--- src/rtl/irq_sched_if.sv ---
// Interrupt scheduler bus: raw sources, enables and acknowledge in; irq line, serviced id and status out.
// The master drives sources/enables/acks, the slave (the scheduler) drives irq and status.
interface irq_sched_if #(
  parameter int NUM_SRC = 4,
  parameter int ID_W    = 2
);
  logic [NUM_SRC-1:0] src;
  logic               glb_en;
  logic [NUM_SRC-1:0] intr_en;
  logic               ack_valid;
  logic [ID_W-1:0]    ack_id;
  logic               irq;
  logic [ID_W-1:0]    irq_id;
  logic [NUM_SRC-1:0] pending;
  logic               busy;
  logic               ack_err;

  modport master (
    output src, glb_en, intr_en, ack_valid, ack_id,
    input  irq, irq_id, pending, busy, ack_err
  );

  modport slave (
    input  src, glb_en, intr_en, ack_valid, ack_id,
    output irq, irq_id, pending, busy, ack_err
  );
endinterface

--- src/rtl/irq_sched.sv ---
// Round-robin interrupt scheduler: src edge -> pending next cycle -> irq the cycle after; one-cycle GAP after each ack.
// No backpressure: acks are accepted only in ASSERT with a matching id, anything else pulses ack_err.
module irq_sched #(
  parameter int NUM_SRC          = 4,
  parameter int ID_W             = 2,
  parameter int EDGE_MODE        = 1,
  parameter int IRQ_ACTIVE_STATE = 1
) (
  input logic         ACLK,
  input logic         ARESET,
  irq_sched_if.slave  bus
);
  typedef enum logic [1:0] {IDLE, ASSERT, GAP} state_t;

  localparam logic            IRQ_ON   = (IRQ_ACTIVE_STATE != 0);
  localparam logic [ID_W-1:0] LAST_RST = ID_W'(NUM_SRC - 1);

  state_t             state, state_nxt;
  logic [NUM_SRC-1:0] src_q, pending_q, pending_nxt, masked, rise, clr;
  logic               hist_vld;
  logic [ID_W-1:0]    irq_id_q, last_grant, winner;
  logic               win_vld, accept, irq_q, busy_q, ack_err_q;

  assign masked = pending_q & bus.intr_en;
  assign accept = (state == ASSERT) && bus.ack_valid && (bus.ack_id == irq_id_q);

  // hist_vld blocks the first sample after reset so a source held high through reset is not an edge
  assign rise = bus.src & ~src_q & bus.intr_en & {NUM_SRC{hist_vld}};

  always_comb begin
    int idx;
    idx     = 0;
    winner  = '0;
    win_vld = 1'b0;
    for (int k = 1; k <= NUM_SRC; k++) begin
      idx = int'(last_grant) + k;
      if (idx >= NUM_SRC) idx = idx - NUM_SRC;
      if (!win_vld && masked[idx[ID_W-1:0]]) begin
        win_vld = 1'b1;
        winner  = idx[ID_W-1:0];
      end
    end
  end

  // A new edge on the bit being acked wins over the clear
  always_comb begin
    clr = '0;
    if (accept) clr[irq_id_q] = 1'b1;
    if (EDGE_MODE != 0) pending_nxt = (pending_q & ~clr) | rise;
    else                pending_nxt = bus.src & bus.intr_en;
  end

  always_comb begin
    state_nxt = state;
    case (state)
      IDLE:    if (bus.glb_en && win_vld) state_nxt = ASSERT;
      ASSERT: begin
        if (accept)                                        state_nxt = GAP;
        else if (!bus.glb_en || !bus.intr_en[irq_id_q])    state_nxt = IDLE;
      end
      GAP:     state_nxt = IDLE;
      default: state_nxt = IDLE;
    endcase
  end

  always_ff @(posedge ACLK) begin
    if (ARESET) begin
      state      <= IDLE;
      irq_q      <= ~IRQ_ON;
      irq_id_q   <= '0;
      pending_q  <= '0;
      last_grant <= LAST_RST;
      src_q      <= '0;
      hist_vld   <= 1'b0;
      busy_q     <= 1'b0;
      ack_err_q  <= 1'b0;
    end else begin
      state     <= state_nxt;
      irq_q     <= (state_nxt == ASSERT) ? IRQ_ON : ~IRQ_ON;
      busy_q    <= (state_nxt != IDLE);
      pending_q <= pending_nxt;
      src_q     <= bus.src;
      hist_vld  <= 1'b1;
      ack_err_q <= bus.ack_valid && !accept;
      if (state == IDLE && state_nxt == ASSERT) irq_id_q <= winner;
      if (accept) last_grant <= irq_id_q;
    end
  end

  assign bus.irq     = irq_q;
  assign bus.irq_id  = irq_id_q;
  assign bus.pending = pending_q;
  assign bus.busy    = busy_q;
  assign bus.ack_err = ack_err_q;
endmodule
--- src/flat_wrapper.sv ---
// flat-port wrapper written by rule: the top's interface ports become plain ports
module irq_sched_flat 
#(
  parameter int NUM_SRC          = 4,
  parameter int ID_W             = 2,
  parameter int EDGE_MODE        = 1,
  parameter int IRQ_ACTIVE_STATE = 1
)
  (ACLK, ARESET, bus_src, bus_glb_en, bus_intr_en, bus_ack_valid, bus_ack_id, bus_irq, bus_irq_id, bus_pending, bus_busy, bus_ack_err);
  irq_sched_if #(.NUM_SRC(NUM_SRC), .ID_W(ID_W)) bus_i ();
  input logic ACLK;
  input logic ARESET;
  input wire logic [$bits(bus_i.src)-1:0] bus_src;
  input wire logic [$bits(bus_i.glb_en)-1:0] bus_glb_en;
  input wire logic [$bits(bus_i.intr_en)-1:0] bus_intr_en;
  input wire logic [$bits(bus_i.ack_valid)-1:0] bus_ack_valid;
  input wire logic [$bits(bus_i.ack_id)-1:0] bus_ack_id;
  output wire logic [$bits(bus_i.irq)-1:0] bus_irq;
  output wire logic [$bits(bus_i.irq_id)-1:0] bus_irq_id;
  output wire logic [$bits(bus_i.pending)-1:0] bus_pending;
  output wire logic [$bits(bus_i.busy)-1:0] bus_busy;
  output wire logic [$bits(bus_i.ack_err)-1:0] bus_ack_err;
  assign bus_i.src = bus_src;
  assign bus_i.glb_en = bus_glb_en;
  assign bus_i.intr_en = bus_intr_en;
  assign bus_i.ack_valid = bus_ack_valid;
  assign bus_i.ack_id = bus_ack_id;
  assign bus_irq = bus_i.irq;
  assign bus_irq_id = bus_i.irq_id;
  assign bus_pending = bus_i.pending;
  assign bus_busy = bus_i.busy;
  assign bus_ack_err = bus_i.ack_err;
  irq_sched #(.NUM_SRC(NUM_SRC), .ID_W(ID_W), .EDGE_MODE(EDGE_MODE), .IRQ_ACTIVE_STATE(IRQ_ACTIVE_STATE)) u_core (.ACLK(ACLK), .ARESET(ARESET), .bus(bus_i));
endmodule
--- config.mk ---
export PLATFORM = sky130hd
export DESIGN_NAME = irq_sched_flat
export DESIGN_NICKNAME = d
export VERILOG_FILES = /design/src/rtl/irq_sched_if.sv /design/src/rtl/irq_sched.sv /design/src/flat_wrapper.sv
export SDC_FILE = /design/constraint.sdc
export NUM_CORES = 1
export LEC_CHECK = 0
export CORE_UTILIZATION = 34
export DETAILED_ROUTE_END_ITERATION = 16
export HOLD_SLACK_MARGIN = 0.06
export PLACE_DENSITY = 0.65
export SLEW_MARGIN = 5
export SYNTH_ARGS = -nofsm -noshare
export SYNTH_HDL_FRONTEND = slang
export SYNTH_SLANG_ARGS = --single-unit
--- constraint.sdc ---
create_clock -name ACLK -period 1.4 [get_ports ACLK]
set_input_delay 0.28 -clock ACLK [delete_from_list [all_inputs] [get_ports ACLK]]
set_output_delay 0.28 -clock ACLK [all_outputs]
set_load 0.005 [all_outputs]
* Word-level counts from Yosys, hierarchy flattened *
Index checks and enable logic that the tools add are counted.

operators by class
  $add $sub $neg = 8
  magnitude comparators = 10
  eq/ne operators = 3
  multiplexer cells = 31
  bitwise gates (word level) = 8
  reduce and logical (&&, ||, !) cells = 18

operator list
  kind                 number
  $mux 2               11
  $and 4x4->4          5
  $lt 2x3->1 const B   5
  $mux 1               12
  $bmux 1 s2           5
  $ge 3x3->1 const B   3
  $logic_and 1x1->1    9
  $not 4->4            2
  $sub 2x1->2 const B  4
  $add 2x2->3 const B  2
  $logic_not 1->1      6
  $add 2x3->4 const B  1
  $eq 2x1->1 const B   2
  $ge 4x3->1 const B   1
  $mux 4               1
  $or 4x4->4           1
  $pmux 2 s2           1
  $add 2x1->3 const B  1
  $demux 1 s2          1
  $eq 2x2->1           1
  $ge 2x1->1 const B   1
  $logic_not 2->1      1
  $reduce_bool 2->1    1
  $logic_or 1x1->1     1

storage, ports and cells
  flip-flop bits (word level) = 18
  input bits = 14
  output and inout bits = 9
  word-level logic and storage cells = 87

* Depth between registers and ports, before layout *
Gate-level depths: netlist of the first run.

  depth in word-level cells = 20
  mapped depth = 6

* Least setup slack after synthesis of the first run *
OpenSTA, ideal clock, no wires.

  path type = register -> register
  start point = reg u_core.irq_id_q[1], in the netlist u_core.bus.irq_id[1]
  end point = reg u_core.irq_id_q[1], in the netlist u_core.bus.irq_id[1]
  library setup time = 0.068 ns
  data arrival time = 1.387 ns
  required time = 1.332 ns
  path slack = -0.055 ns
  stages on the path, launching flop included = 7
  path buffers = 1
  period minus slack after synthesis = 1.455 ns
  cell sequence = dfxtp_1 > buf_6 > mux2i_1 > o22ai_2 > and2_4 > or3_1 > a21oi_2

on the way
  longest elaborated chain between the ends = 9
  elaborated cells between the ends (all ways) = 11
  classes of those cells = 2 x eq/ne; 5 x mux; 4 x reduce/logical

ends and longest elaborated chain
  what                          line             source
  start, declared               irq_sched.sv:21  logic [ID_W-1:0] irq_id_q, last_grant, winner;
  start signal, assigned        irq_sched.sv:85  if (state == IDLE && state_nxt == ASSERT) irq_id_q <= winner;
  $bmux 1 s2                    irq_sched.sv:59  else if (!bus.glb_en || !bus.intr_en[irq_id_q]) state_nxt = IDLE;
  $mux 1 (implied by the code)  irq_sched.sv:59
  $logic_not 1->1               irq_sched.sv:59
  $logic_or 1x1->1              irq_sched.sv:59
  $mux 2                        irq_sched.sv:59
  $mux 2 (*)                    irq_sched.sv:58  if (accept) state_nxt = GAP;
  $pmux 2 s2 (*)                irq_sched.sv:55  case (state)
  $eq 2x1->1 (*)                irq_sched.sv:85
  $logic_and 1x1->1 (*)         irq_sched.sv:85

Every way passes the cells marked *; elsewhere a longest branch is shown, timed or not. The select of a mux whose other input is x is not followed.
A chain may end at the register's enable or synchronous reset.

* Worst setup path in the final report of the first run *
Same ends and word-level chain as after synthesis.

==> results of run 1 <==
[layout by cell type, fill, tap and decap left out, types with 3 or more instances in the layout]
cell type        instances
o21ai_1                  3
dlymetal6s2s_1           4
nor2_1                   5
clkdlybuf4s50_1         10
nor2b_1                  4
clkbuf_4                 3
buf_4                   18
dfxtp_1                 10
nand3_1                  3
nand4b_1                 4
inv_1                    4
dfxtp_2                  6
dlygate4sd2_1            8
nand2_1                  5
a21oi_1                  7
[power by group]
group | switching (uW) | total (uW) | internal [uW]
logic | 103 | 247 | 144
clock network | 164 | 323 | 158
registers | 21.0 | 559 | 538
[worst register-to-register path, delay by kind of cell (launching register included)]
| family | cells | cell delay (ns) |
|---|---|---|
| AO/OA/AOI/OAI | 2 | 0.21 |
| buffers and inverters | 1 | 0.11 |
| flip-flops | 1 | 0.38 |
| multiplexers | 1 | 0.23 |
| AND/OR/NAND/NOR | 2 | 0.53 |
[synthesized netlist by cell type (all sizes together)]
cell    instances  share of area, %
or2             1              0.74
xnor2           2               3.8
nand3           4               2.4
nand4           2               3.2
and3            2               1.8
buf             1               1.3
o211ai          1              0.88
nand2b          1              0.74
nand3b          2               1.8
o221ai          1               1.0
inv             4               1.8
or3b            1               1.0
nand4b          4               4.1
a21oi           9               5.7
a211oi          1               1.5
o21ai           7               4.1
a31oi           1              0.74
a22o            1               1.2
nor3b           1              0.88
o2111a          1               1.3
nor2            5               2.2
or3             2               1.5
o22ai           2               2.2
nor2b           4               2.9
nand2           7               3.1
and2b           1              0.88
and2            1               1.0
dfxtp          18                42
and3b           1               1.0
clkbuf          1              0.44
mux2i           2               2.4
[state kept, by name (all words and copies together) (netlist names), 2 cells and up]
register,cells
u_core.bus.pending,4
u_core.src_q,4
u_core.state,2
u_core.bus.irq_id,2
u_core.last_grant,2
[layout make-up]
class / instances / share of cell area (%)
Multi-Input combinational cell: 67 / 38.8
Sequential cell: 18 / 27.4
Timing Repair Buffer: 41 / 27.4
Clock buffer: 4 / 2.65
Tap cell: 28 / 2.56
Inverter: 4 / 1.10
[path summary, 6_finish.rpt]
path                         from               endpoint  slack (ns)  cells after the start
max          u_core.bus.irq_id[1]   u_core.bus.irq_id[1]       -0.12                      6
min                bus_intr_en[3]  u_core.bus.pending[3]        0.48                      4
max reg2reg  u_core.bus.irq_id[1]   u_core.bus.irq_id[1]       -0.12                      6
min reg2reg       u_core.src_q[2]  u_core.bus.pending[2]        0.49                      2
[per-layer routing]
metal | vias up | global-route usage (%) | share of wire, %
li1 | 421 | - | -
met1 | 380 | 23.6 | 43
met2 | 32 | 29.7 | 50
met3 | 2 | 3.80 | 6.4
met4 | 0 | 6.31 | 0.56
met5 | - | 0 | 0
[through the flow]
step | setup TNS, ns | setup WS [ns] | power (uW) | instance area [sq um]
floorplan | -0.0379 | -0.0379 | 669 | 865
global placement | -3.88 | -0.423 | 781 | 1190
detailed placement | -4.07 | -0.465 | 784 | 1190
CTS | -0.172 | -0.119 | 1130 | 1320
global route | -0.636 | -0.185 | 1190 | 1370
finish | -0.152 | -0.123 | 1130 | 1370
[cell families (layout without fill, tap and decap cells)]
group / count (synthesis) / in the layout / synth area share (%)
simple gates: 39 / 39 / 29.3
compound gates: 24 / 24 / 18.7
flops: 18 / 18 / 42.4
buf+inv: 6 / 49 / 3.53
xor+xnor: 2 / 2 / 3.82
mux: 2 / 2 / 2.35
[what timing repair did]
action / CTS / global route
hold buffers: 0 / 0
pin swaps: 3 / 7
setup buffers: 6 / 1
resized for setup: 23 / 15
setup endpoints to repair: 12 / 12
endpoints found under the hold margin: 0 / 0
==> results.cfg, run 1 <==
[critical_path]
critPathRequiredTime_ns = 1.63
crit_path_max_incr_delay_ns = 0.38
worst-path-max-fanout = 3
crit_chain = buf_12, mux2i_4, o22ai_2, and2_4, or3_1, a21oi_2
cp_top_family = simple AND/OR/NAND/NOR gates
worst-path-buf-inv = 1
crit_path_end_kind = flop
critPathSlowestCell = dfxtp_4
crit_type = reg -> reg
crit_arrival_ns = 1.75
start_kind = flop

[clock_tree]
htree_levels = 1
clock_latency_ns = 0.29
numClockSinks = 18
root_buffer = clkbuf_4
cts_tree = built
clockBufferDepth = 2
clkSlewWorstSetupHoldPaths_ns = 0.10
cts_buffers = 3

[grt]
grt_pass1_vias = 812
grtUsageTotal_pct = 18.2
grt_pass1_wl_mm = 3.56
grt_max_degree = 11
antenna_found_initial = 0
grt_overflow = 0

[cells_and_area]
diodes = 0
seq_area_sq_um = 375
post-route-util_pct = 60.1
multiInputGateArea_sq_um = 531
stdcell_count = 162
num-fill-cells = 203
drive_gt1_share_pct = 38.8
area_growth_pct = 60.7
nets = 149

[floorplanning]
io_pins = 23
start_util_pct = 37.4
placementRows = 17
die_y_microns = 52.0
fp.dieW_microns = 52.0
fp.dieArea_sq_mm = 0.00271
coreArea_sq_mm = 0.00228

[logic_synthesis]
synth.avg_cell_area_sq_um = 9.35
syn_inst = 91
mappedNetlistArea_sq_um = 851
yosys_warnings = 0
synthDistinctLibCells = 34
seq_area_frac_synth_pct = 42.4
yosys_register_bits = 18
synth_fp_nets = 105

[sta]
max_freq_mhz = 656
min_period_over_period_pct = 109
setup_ws_ns = -0.123
grt_setup_unrepaired = true
hold_viol_final = 0
setup_violations = 3
skew_ns = 0.000933
whs_ns = 0.477
worst_slew_pin_slew_ns = 0.329
slew_viol_final = 0
period_minus_slack_ns = 1.52
max_slew_margin_pct = 78.0

[pwr]
total_leakage_power_uw = 0.000607
p_per_area_mw_per_mm2 = 826
ir_drop_v = 0.000718

[placement]
gp_congestion = 0.771
hpwl_mm = 1.56
io_buffers = 22
placed_cells_incl_taps = 151

[routing]
wl_mm = 2.16
vias = 835
drt_iter0_drc = 10
wl_per_cell_microns = 13.3
vias_per_cell = 5.15
drc_errors = 0
antenna_left = 0
dr.pass1.iters = 4

[worst_hold_path]
hold_class = in -> reg

[status]
violations = setup timing
status = complete, but fails checks

[job]
drv_cap = 0
Power figures use the tool's default switching activity.
==> run 2, diff against run 1 <==
--- a/config.mk
+++ b/config.mk
@@ -6,6 +6,7 @@
 export NUM_CORES = 1
 export LEC_CHECK = 0
 export CORE_UTILIZATION = 34
+export CTS_CLUSTER_DIAMETER = 80
 export DETAILED_ROUTE_END_ITERATION = 16
 export HOLD_SLACK_MARGIN = 0.06
 export PLACE_DENSITY = 0.65
==> results of run 2 <==
Same layout as run 1: the final DEF is identical, and so are final timing and power.
==> run 3, diff against run 2 <==
--- a/config.mk
+++ b/config.mk
@@ -5,11 +5,12 @@
 export SDC_FILE = /design/constraint.sdc
 export NUM_CORES = 1
 export LEC_CHECK = 0
+export ABC_AREA = 1
 export CORE_UTILIZATION = 34
 export CTS_CLUSTER_DIAMETER = 80
 export DETAILED_ROUTE_END_ITERATION = 16
 export HOLD_SLACK_MARGIN = 0.06
-export PLACE_DENSITY = 0.65
+export PLACE_DENSITY = 0.63
 export SLEW_MARGIN = 5
 export SYNTH_ARGS = -nofsm -noshare
 export SYNTH_HDL_FRONTEND = slang
==> run 3 against run 2 <==
Net effect:
- the run still ends with setup timing left
- total power rose by 7.5%
- core utilization rose by 3.1 points
- sequential power barely moved
- hold slack got worse by 0.031 ns
- synthesized cell count rose by 65%
- flip-flop and latch count did not move
- final cell count rose by 44%
- via count rose by 40%
- non-clock buffer count rose by 9
- critical path type is now in -> reg
==> results.cfg, run 3 <==
[logic_synthesis]
synthAdderAreaFrac_pct = 0
synth-simple-area-share_pct = 48.2
synth_top_family_by_area = simple AND/OR/NAND/NOR gates
mappedNetlistArea_sq_mm = 0.00103
synth_ff_type = dfxtp_1
synth_mux_area_share_pct = 0
synth_fp_nets = 164
ys_top_cells_by_count = 37 x nand2_1, 23 x nand3_1, 20 x inv_1
synth_edf_count = 0
ys_async_sr_fraction_pct = 0
synthDistinctLibCells = 21
synth.avg_cell_area_sq_um = 6.86
synth_top_area_share_pct = 35.0
synth_xor_area_share_pct = 0
synth_compound_area_share_pct = 6.08
yosys_warnings = 0
seq_area_frac_synth_pct = 35.0
yosys_register_bits = 18
synth_top_cell_by_area = dfxtp_1
synth_most_common_cell = nand2_1
syn_inst = 150
synth_area_leaders = dfxtp_1 35%, nand2_1 14%, nand3_1 11%

[cells_and_area]
diodes = 0
stdcell_count = 233
num-fill-cells = 251
post-route-util_pct = 63.2
final_common_cell = buf_4
nets = 217
area_growth_pct = 72.4
drive_gt1_share_pct = 45.0
layout_common_cells = 27 x buf_4, 19 x inv_1, 18 x nand3_1

[floorplanning]
fp.dieW_microns = 57
start_util_pct = 36.7
placementRows = 19
coreArea_sq_mm = 0.00281
io_pins = 23
fp.dieArea_sq_mm = 0.00325
die_y_microns = 57

[sta]
hold_viol_final = 0
worst_slew_pin_slew_ns = 0.255
grt_setup_unrepaired = true
max_freq_mhz = 713
setup_ws_ns = -0.00331
setup_violations = 1
slew_viol_final = 0
skew_ns = 0.00442
period_minus_slack_ns = 1.40
min_period_over_period_pct = 100
max_slew_margin_pct = 82.9

[routing]
vias = 1171
antenna_left = 0
wl_per_cell_microns = 13.4
drt_iter0_drc = 24
dr.pass1.iters = 4
drc_errors = 0
vias_per_cell = 5.03
wl_mm = 3.13

[critical_path]
crit_path_end_kind = flop
crit_path_max_incr_delay_ns = 0.50
crit_type = in -> reg
start_kind = primary input
critPathSlowestCell = clkdlybuf4s50_1
crit_chain = clkdlybuf4s50_1, inv_1, nand2_2, nand3_4, nor3_4, nor2_4, nand3_2, nand2_2, nand3_2, nand2_1
critPathRequiredTime_ns = 1.60
cp_top_family = simple AND/OR/NAND/NOR gates
crit_arrival_ns = 1.61
worst-path-buf-inv = 2
worst-path-max-fanout = 5

[grt]
antenna_found_initial = 0
grt_max_degree = 11
grtUsageTotal_pct = 19.1
grt_overflow = 0
grt_pass1_wl_mm = 4.82
grt_pass1_vias = 1099

[clock_tree]
clkSlewWorstSetupHoldPaths_ns = 0.11
numClockSinks = 18
htree_levels = 1
cts_tree = built
clockBufferDepth = 2
cts_hold_buffers = 0
root_buffer = clkbuf_4
clock_latency_ns = 0.30
cts_buffers = 3

[pwr]
p_sw_uw = 363
ir_drop_v = 0.000679
clkPwrFrac_pct = 27.3
p_sw_share_pct = 29.9
p_comb_share_pct = 26.6
p_per_area_mw_per_mm2 = 685
seq_power_share_pct = 46.2
power.internal_uw = 852
total_leakage_power_uw = 0.000905

[placement]
hpwl_mm = 2.16
placed_cells_incl_taps = 221
gp_congestion = 0.865
io_buffers = 22

[status]
violations = setup timing
status = complete, but fails checks

[job]
drv_cap = 0

[worst_hold_path]
hold_class = in -> reg
==> run 3: cell types whose count changed in the layout (fill, tap and decap cells not counted), moves of 5 or more <==
| cell | before | now |
|---|---|---|
| nand2_2 | 2 | 14 |
| inv_1 | 4 | 19 |
| nand3_1 | 3 | 18 |
| nand2_4 | 0 | 12 |
| nand2_1 | 5 | 16 |
| nand3_4 | 0 | 5 |
| nor2_1 | 5 | 13 |
| buf_4 | 18 | 27 |
==> run 3: power groups by stage <==
| stage | registers, uW | logic [uW] | clock network [uW] |
|---|---|---|---|
| 2_1_floorplan | 572 | 127 | 0 |
| 3_3_place_gp | 576 | 261 | 0 |
| 3_5_place_dp | 577 | 265 | 0 |
| 4_1_cts | 559 | 284 | 330 |
| 5_1_grt | 565 | 351 | 353 |
| 6_report | 561 | 323 | 331 |
==> run 3: metal layers <==
metal	wire length, microns	global-route usage (%)	up-vias
li1	-	-	589
met3	112	1.81	7
met4	57	8.36	0
met5	0	0	-
met1	1310	22.5	545
met2	1650	35.1	30
==> run 3: logic make-up (layout without fill, tap and decap cells) <==
logic type / after synthesis / after routing
AND/OR/NAND/NOR: 95 / 95
AO/OA/AOI/OAI: 11 / 11
buffers and inverters: 26 / 78
flip-flops: 18 / 18
==> run 3: cell type report <==
| cell class | count | area [sq um] | area share (%) |
|---|---|---|---|
| Clock buffer | 4 | 36.3 | 2.05 |
| Multi-Input combinational cell | 106 | 772 | 43.5 |
| Sequential cell | 18 | 380 | 21.5 |
| Inverter | 24 | 105 | 5.93 |
| Timing Repair Buffer | 50 | 440 | 24.8 |
| Tap cell | 31 | 38.8 | 2.19 |
==> run 3: repair_timing <==
item / in CTS / in global routing
setup endpoints to repair: 17 / 14
resized for setup: 31 / 55
pin swaps: 6 / 17
setup buffers: 6 / 3
==> run 3: worst paths after layout <==
check / from / endpoint / slack [ns] / cells after the start
setup / recovery: bus_ack_id[0] / u_core.bus.busy / -0.003 / 10
hold / removal: bus_intr_en[1] / u_core.bus.pending[1] / 0.45 / 4
setup reg to reg: u_core.last_grant[0] / u_core.bus.busy / 0.03 / 11
hold reg to reg: u_core.src_q[3] / u_core.bus.pending[3] / 0.51 / 3
==> run 3: worst min-delay path, stage by stage <==
cell            delay, ns
dlymetal6s2s_1       0.16
buf_4                0.15
nand3_1              0.07
a21oi_1              0.06
==> run 3: through the flow <==
step           cell area [sq um]  setup slack (ns)   TNS, ns  hold slack (ns)  total power, uW
2_1_floorplan               1030             0.105         0            0.405              700
3_3_place_gp                1440            -0.359     -3.52            0.487              838
3_5_place_dp                1440            -0.438     -4.38            0.500              842
4_1_cts                     1550           -0.0505    -0.129            0.440             1170
5_1_grt                     1770           -0.0808    -0.373            0.459             1270
6_report                    1770          -0.00331  -0.00331            0.445             1210
==> RTL edit 1: new RTL, settings of run 2 <==
`pending_q` no longer has a reset.
--- a/src/rtl/irq_sched.sv
+++ b/src/rtl/irq_sched.sv
@@ -68,7 +68,6 @@
       state      <= IDLE;
       irq_q      <= ~IRQ_ON;
       irq_id_q   <= '0;
-      pending_q  <= '0;
       last_grant <= LAST_RST;
       src_q      <= '0;
       hist_vld   <= 1'b0;
@@ -78,7 +77,6 @@
       state     <= state_nxt;
       irq_q     <= (state_nxt == ASSERT) ? IRQ_ON : ~IRQ_ON;
       busy_q    <= (state_nxt != IDLE);
-      pending_q <= pending_nxt;
       src_q     <= bus.src;
       hist_vld  <= 1'b1;
       ack_err_q <= bus.ack_valid && !accept;
@@ -87,6 +85,10 @@
     end
   end
 
+  always_ff @(posedge ACLK) begin
+    pending_q <= pending_nxt;
+  end
+
   assign bus.irq     = irq_q;
   assign bus.irq_id  = irq_id_q;
   assign bus.pending = pending_q;
Behaviour: differs if ARESET is asserted again (counterexample within 4 cycles, from zero or initial values and one cycle with ARESET high); with ARESET held inactive, the same outputs for 10 cycles.
==> RTL edit 1 against run 2 <==
  * Total power increased by 10%
  * Synthesized area decreased by 8.2%
  * Critical path type unchanged
  * Largest power group unchanged
  * Routed wire length increased by 5.9%
  * Sequential cell count unchanged
  * Sequential power increased by 7.0%
  * Sequential share of layout area increased by 2.8 points
  * Cell area decreased by 9.1%
  * Highest routed layer unchanged
  * Setup slack improved by 0.16 ns
  * Fmax increased by 12%
==> RTL edit 1: results (changes against run 2) <==
routing:
  vias: 807  # -3.4%
  wl_met3_um: 128  # -7.9%
  routed_wl_um: 2290  # +5.9%
  drtIter0Drc: 47  # +37
  wl_met2_um: 1170  # +9.2%
  viasPerCell: 5.34  # +3.7%
worst_setup_path:
  cp.arrival_ns: 1.55  # -0.20 ns
  reg2reg_to: "u_core.bus.irq"
  crit_path_max_incr_delay_ns: 0.50  # +0.12 ns
  rrSetupSlack_ns: 0.04  # +0.16 ns
  crit_start: "u_core.bus.irq_id[0]"
  critPathSlowestCell: "mux4_2"
  cp_max_fo: 4  # +1
min_path:
  min-delay-start: "bus_intr_en[2]"
  hold_end: "u_core.bus.pending[2]"
  min_path_cells: 3  # -1
pwr:
  p_sw_mw: 0.354  # +23%
  ir_worst_vdd_v: 0.000526  # -27%
  powerSeq_mw: 0.598  # +7.0%
  leakage_nw: 0.566  # -6.7%
  p_per_area_nw_per_um2: 1000  # +21%
placed_design:
  hpwl_um: 1550  # -0.55%
  place_area_um2: 1110  # -7.3%
  place.gp.congestion: 0.820  # +6.3%
  dp_slack_ns: -0.352  # +0.113 ns
  port_buffers: 22  # unchanged
final_layout:
  multi_input_cells: 59  # -12%
  seq-cell-share: 0.303  # +0.0283
  inv_count: 6  # +2
  clk_share: 0.0292  # +0.00264
  multiInputGateArea_um2: 439  # -17%
  nFillCells: 183  # -9.9%
  drive_gt1_frac: 0.298  # -0.0897
  num-nonclk-buffers: 37  # -9.8%
  register_area_um2: 377  # +0.33%
synthesis:
  avgSynthCellArea_um2: 9.29  # -0.59%
  synth-async-reset-ratio: 0  # unchanged
  netlist_top_cells_count: "dfxtp_1, nand2_1, nor2b_1, inv_1"
  synthTopCellsByArea: "dfxtp_1, nand4b_1, nor2b_1"
timing:
  fin_tns_setup_ns: 0  # +0.152 ns
  max_slew_margin: 0.739  # -0.0411
  holdWs_ns: 0.428  # -0.0486 ns
  period_minus_slack_ns: 1.36  # -0.160 ns
  fin_worst_skew_ns: 0.00963  # +0.00870 ns
grt:
  grt_pass1_vias: 778  # -4.2%
  grt.total_usage: 0.186  # +0.00373
  gr-usage-met1: 0.211  # -0.0256
  grt_pass1_wl_um: 3480  # -2.3%
  globalRouteMet2Util: 0.336  # +0.0386
status:
  outcome: "complete, no violations"
clocking:
  root_buffer: "clkbuf_4"
floorplan:
  die_area_um2: 2490  # -7.9%
RTL edit 1: cell types whose count changed in the layout (fill, tap and decap cells not counted), moves of 3 or more:
cell / delta
a31oi_1: +3
nand2_1: +3
nor2b_1: +3
buf_4: -3
a21oi_1: -6
nor3_1: +3
RTL edit 1: what timing repair did:
| action | CTS | global route |
|---|---|---|
| endpoints found under the setup margin | 9 | 11 |
| gates resized for setup | 17 | 13 |
| pin swaps | 1 | 2 |
| hold endpoints to repair | 0 | 0 |
| setup buffers | 5 | 1 |
RTL edit 1: tightest hold or removal path: stages:
cell and delay [ns]:
dlygate4sd2_1 0.26, nand4b_1 0.08, o21ai_1 0.05
RTL edit 1: cell families after synthesis:
family,count (synthesis),share of synthesized area
simple gates,35,0.263
compound gates,21,0.191
flops,18,0.462
buf+inv,7,0.0336
xor+xnor,2,0.0224
mux,1,0.0288
==> RTL edit 2: new RTL, config.mk and constraints of run 2 <==
Made on the original files. `ID_W` is set to 2 in 3 places; all go to 3.
--- a/src/rtl/irq_sched_if.sv
+++ b/src/rtl/irq_sched_if.sv
@@ -2,7 +2,7 @@
 // The master drives sources/enables/acks, the slave (the scheduler) drives irq and status.
 interface irq_sched_if #(
   parameter int NUM_SRC = 4,
-  parameter int ID_W    = 2
+  parameter int ID_W    = 3
 );
   logic [NUM_SRC-1:0] src;
   logic               glb_en;
--- a/src/rtl/irq_sched.sv
+++ b/src/rtl/irq_sched.sv
@@ -2,7 +2,7 @@
 // No backpressure: acks are accepted only in ASSERT with a matching id, anything else pulses ack_err.
 module irq_sched #(
   parameter int NUM_SRC          = 4,
-  parameter int ID_W             = 2,
+  parameter int ID_W             = 3,
   parameter int EDGE_MODE        = 1,
   parameter int IRQ_ACTIVE_STATE = 1
 ) (
--- a/src/flat_wrapper.sv
+++ b/src/flat_wrapper.sv
@@ -2,7 +2,7 @@
 module irq_sched_flat 
 #(
   parameter int NUM_SRC          = 4,
-  parameter int ID_W             = 2,
+  parameter int ID_W             = 3,
   parameter int EDGE_MODE        = 1,
   parameter int IRQ_ACTIVE_STATE = 1
 )
Interface: changed (resized bus_ack_id and bus_irq_id); port bits go from 23 to 25. No check against the original RTL was run, so the function may have changed too.
==> RTL edit 2 against run 2 <==
  * The run still ends with setup timing left
  * Sequential share of layout area decreased by 6.0 points
  * Sequential power increased by 8.1%
  * Sequential cell count increased by 2
  * Combinational power increased by 11%
  * Total power increased by 0.57%
  * Setup slack got worse by 0.20 ns
  * Non-clock buffer count increased by 27
  * Synthesized area increased by 39%
  * Die area increased by 37%
  * Routed wire length increased by 66%
  * Clock skew increased by 0.0073 ns
  * Cell area increased by 43%
  * Critical endpoint is now u_core.bus.irq_id[2]
==> RTL edit 2: results (changes against run 2) <==
synthesis:
  synthTopCellsByArea: "dfxtp_1, nand4b_1, mux4_2"
  synth_warnings: 0  # unchanged
  synthFlopType: "dfxtp_1"
  netlist_top_cells_count: "dfxtp_1, nand2_1, nand4b_1, inv_1, o21ai_0"
  synth_nets: 146  # +39%
  ys_seq_area_frac: 0.340  # -0.0838
  synth_cell_types: 44  # +29%
timing:
  fin_worst_skew_ns: 0.00828  # +0.00735 ns
  setup_violations: 11  # +8
  max_slew_margin: 0.655  # -0.125
  layout_setup_ws_ns: -0.324  # -0.200 ns
  holdWs_ns: 0.401  # -0.0753 ns
  fin_tns_setup_ns: -1.64  # -1.49 ns
routing:
  drtIter0Drc: 123  # +113
  wl_per_cell_um: 15.0  # +13%
  drc: 0  # unchanged
  first_pass_iters: 4  # unchanged
  viasPerCell: 5.40  # +4.8%
placed_design:
  place.gp.congestion: 0.849  # +10%
  place_area_um2: 1800  # +51%
  hpwl_um: 2730  # +75%
  dp_slack_ns: -0.765  # -0.300 ns
  port_buffers: 24  # +9.1%
min_path:
  min-delay-start: "bus_ack_valid"
  hp-class: "in -> reg"
  min_path_cells: 2  # -2
  hold_end: "u_core.bus.ack_err"
worst_setup_path:
  critPathSlowestCell: "dfxtp_4"
  cp_max_fo: 7  # +4
  regToRegStartpoint: "u_core.last_grant[0]"
  cp.arrival_ns: 1.91  # +0.16 ns
  crit_path_max_incr_delay_ns: 0.39
  reg2reg_depth: 7  # +1
  reg2reg_to: "u_core.bus.irq_id[2]"
final_layout:
  drive_gt1_frac: 0.443  # +0.0546
  nNetsFinal: 211  # +42%
pwr:
  clkPwrFrac: 0.226  # -0.060
  p_int_mw: 0.843  # +0.29%
  powerSeq_mw: 0.604  # +8.1%
  ir_worst_vdd_v: 0.000519  # -28%
  leakage_nw: 0.802  # +32%
run:
  cap_viol_max_count: 0  # unchanged
clocking:
  clkTransAtPathRegs_ns: 0.10  # about the same
  root_buffer: "clkbuf_4"
  numCtsBuffers: 3  # unchanged
  insertion_delay_ns: 0.29  # about the same
  cts_max_path_buffers: 2  # unchanged
grt:
  grt.total_usage: 0.212  # +0.0292
  grt_max_degree: 12  # +1
  grt_pass1_vias: 1225  # +51%
  antenna_found_initial: 0  # unchanged
  grt_pass1_wl_um: 5690  # +60%
status:
  outcome: "complete, but fails checks"
  violations: "setup timing"
## RTL edit 2: cell types whose count changed after synthesis, sizes merged, moves of 3 or more
| cell | before | now |
|---|---|---|
| nand4 | 2 | 5 |
| and2 | 1 | 5 |
| nor2 | 5 | 2 |
| a21oi | 9 | 5 |
| nor3b | 1 | 4 |
| nand4b | 4 | 8 |
| buf | 1 | 5 |
| xor2 | 0 | 3 |
## RTL edit 2: timing repair
action,4_1_cts,5_1_grt
pin swaps,8,7
gates resized for setup,41,12
setup buffers,3,0
hold endpoints to repair,0,0
setup endpoints to repair,22,15
## RTL edit 2: worst max path at each step
| stage | startpoint | endpoint | slack, ns | cells after the start |
|---|---|---|---|---|
| 5_1_grt | u_core.last_grant[0] | u_core.bus.irq_id[2] | -0.37 | 7 |
| 3_5_place_dp | bus_intr_en[3] | u_core.bus.irq_id[2] | -0.77 | 6 |
| 3_3_place_gp | bus_intr_en[3] | u_core.bus.irq_id[1] | -0.69 | 6 |
| 6_report | u_core.last_grant[0] | u_core.bus.irq_id[2] | -0.32 | 7 |
| 2_1_floorplan | u_core.last_grant[1] | u_core.bus.irq_id[2] | -0.38 | 8 |
| 4_1_cts | u_core.last_grant[0] | u_core.bus.irq_id[1] | -0.34 | 6 |
## RTL edit 2: kinds of logic after synthesis
logic type | count (synthesis) | synth area share
AO/OA/AOI/OAI | 32 | 0.189
XOR/XNOR | 3 | 0.0223
adder cells (fa/ha/maj) | 2 | 0.0212
buffers and inverters | 14 | 0.0541
flip-flops | 20 | 0.340
multiplexers | 5 | 0.0658
AND/OR/NAND/NOR | 53 | 0.308
## RTL edit 2: cell type report
| type | count | area (um^2) |
|---|---|---|
| Clock buffer | 3 | 22.5 |
| Tap cell | 46 | 57.6 |
| Sequential cell | 20 | 420 |
| Multi-Input combinational cell | 95 | 852 |
| Timing Repair Buffer | 68 | 574 |
| Fill cell | 314 | 1380 |
| Inverter | 6 | 30.0 |
## RTL edit 2: through the flow
step                instances  total power, mW  utilization
floorplan                 129            0.726            -
global placement          232            0.866        0.541
detailed placement        232            0.873        0.541
CTS                       238             1.14        0.573
global route              238             1.21        0.586
finish                    238             1.14        0.586
## RTL edit 2: per-layer routing
layer	vias up	share of wire	global-route usage
met2	34	0.49	0.333
met3	10	0.030	0.0235
met5	-	0	0
met1	628	0.45	0.287
met4	0	0.029	0.107
li1	614	-	-
## RTL edit 2: worst max-delay path, delay by kind of cell (launching register included)
family,cells,cell delay (ns)
adders and majority gates,1,0.29
DFF,1,0.39
and+or+nand+nor,2,0.34
muxes,1,0.35
AOI/OAI and AO/OA,2,0.21
buffers and inverters,1,0.03
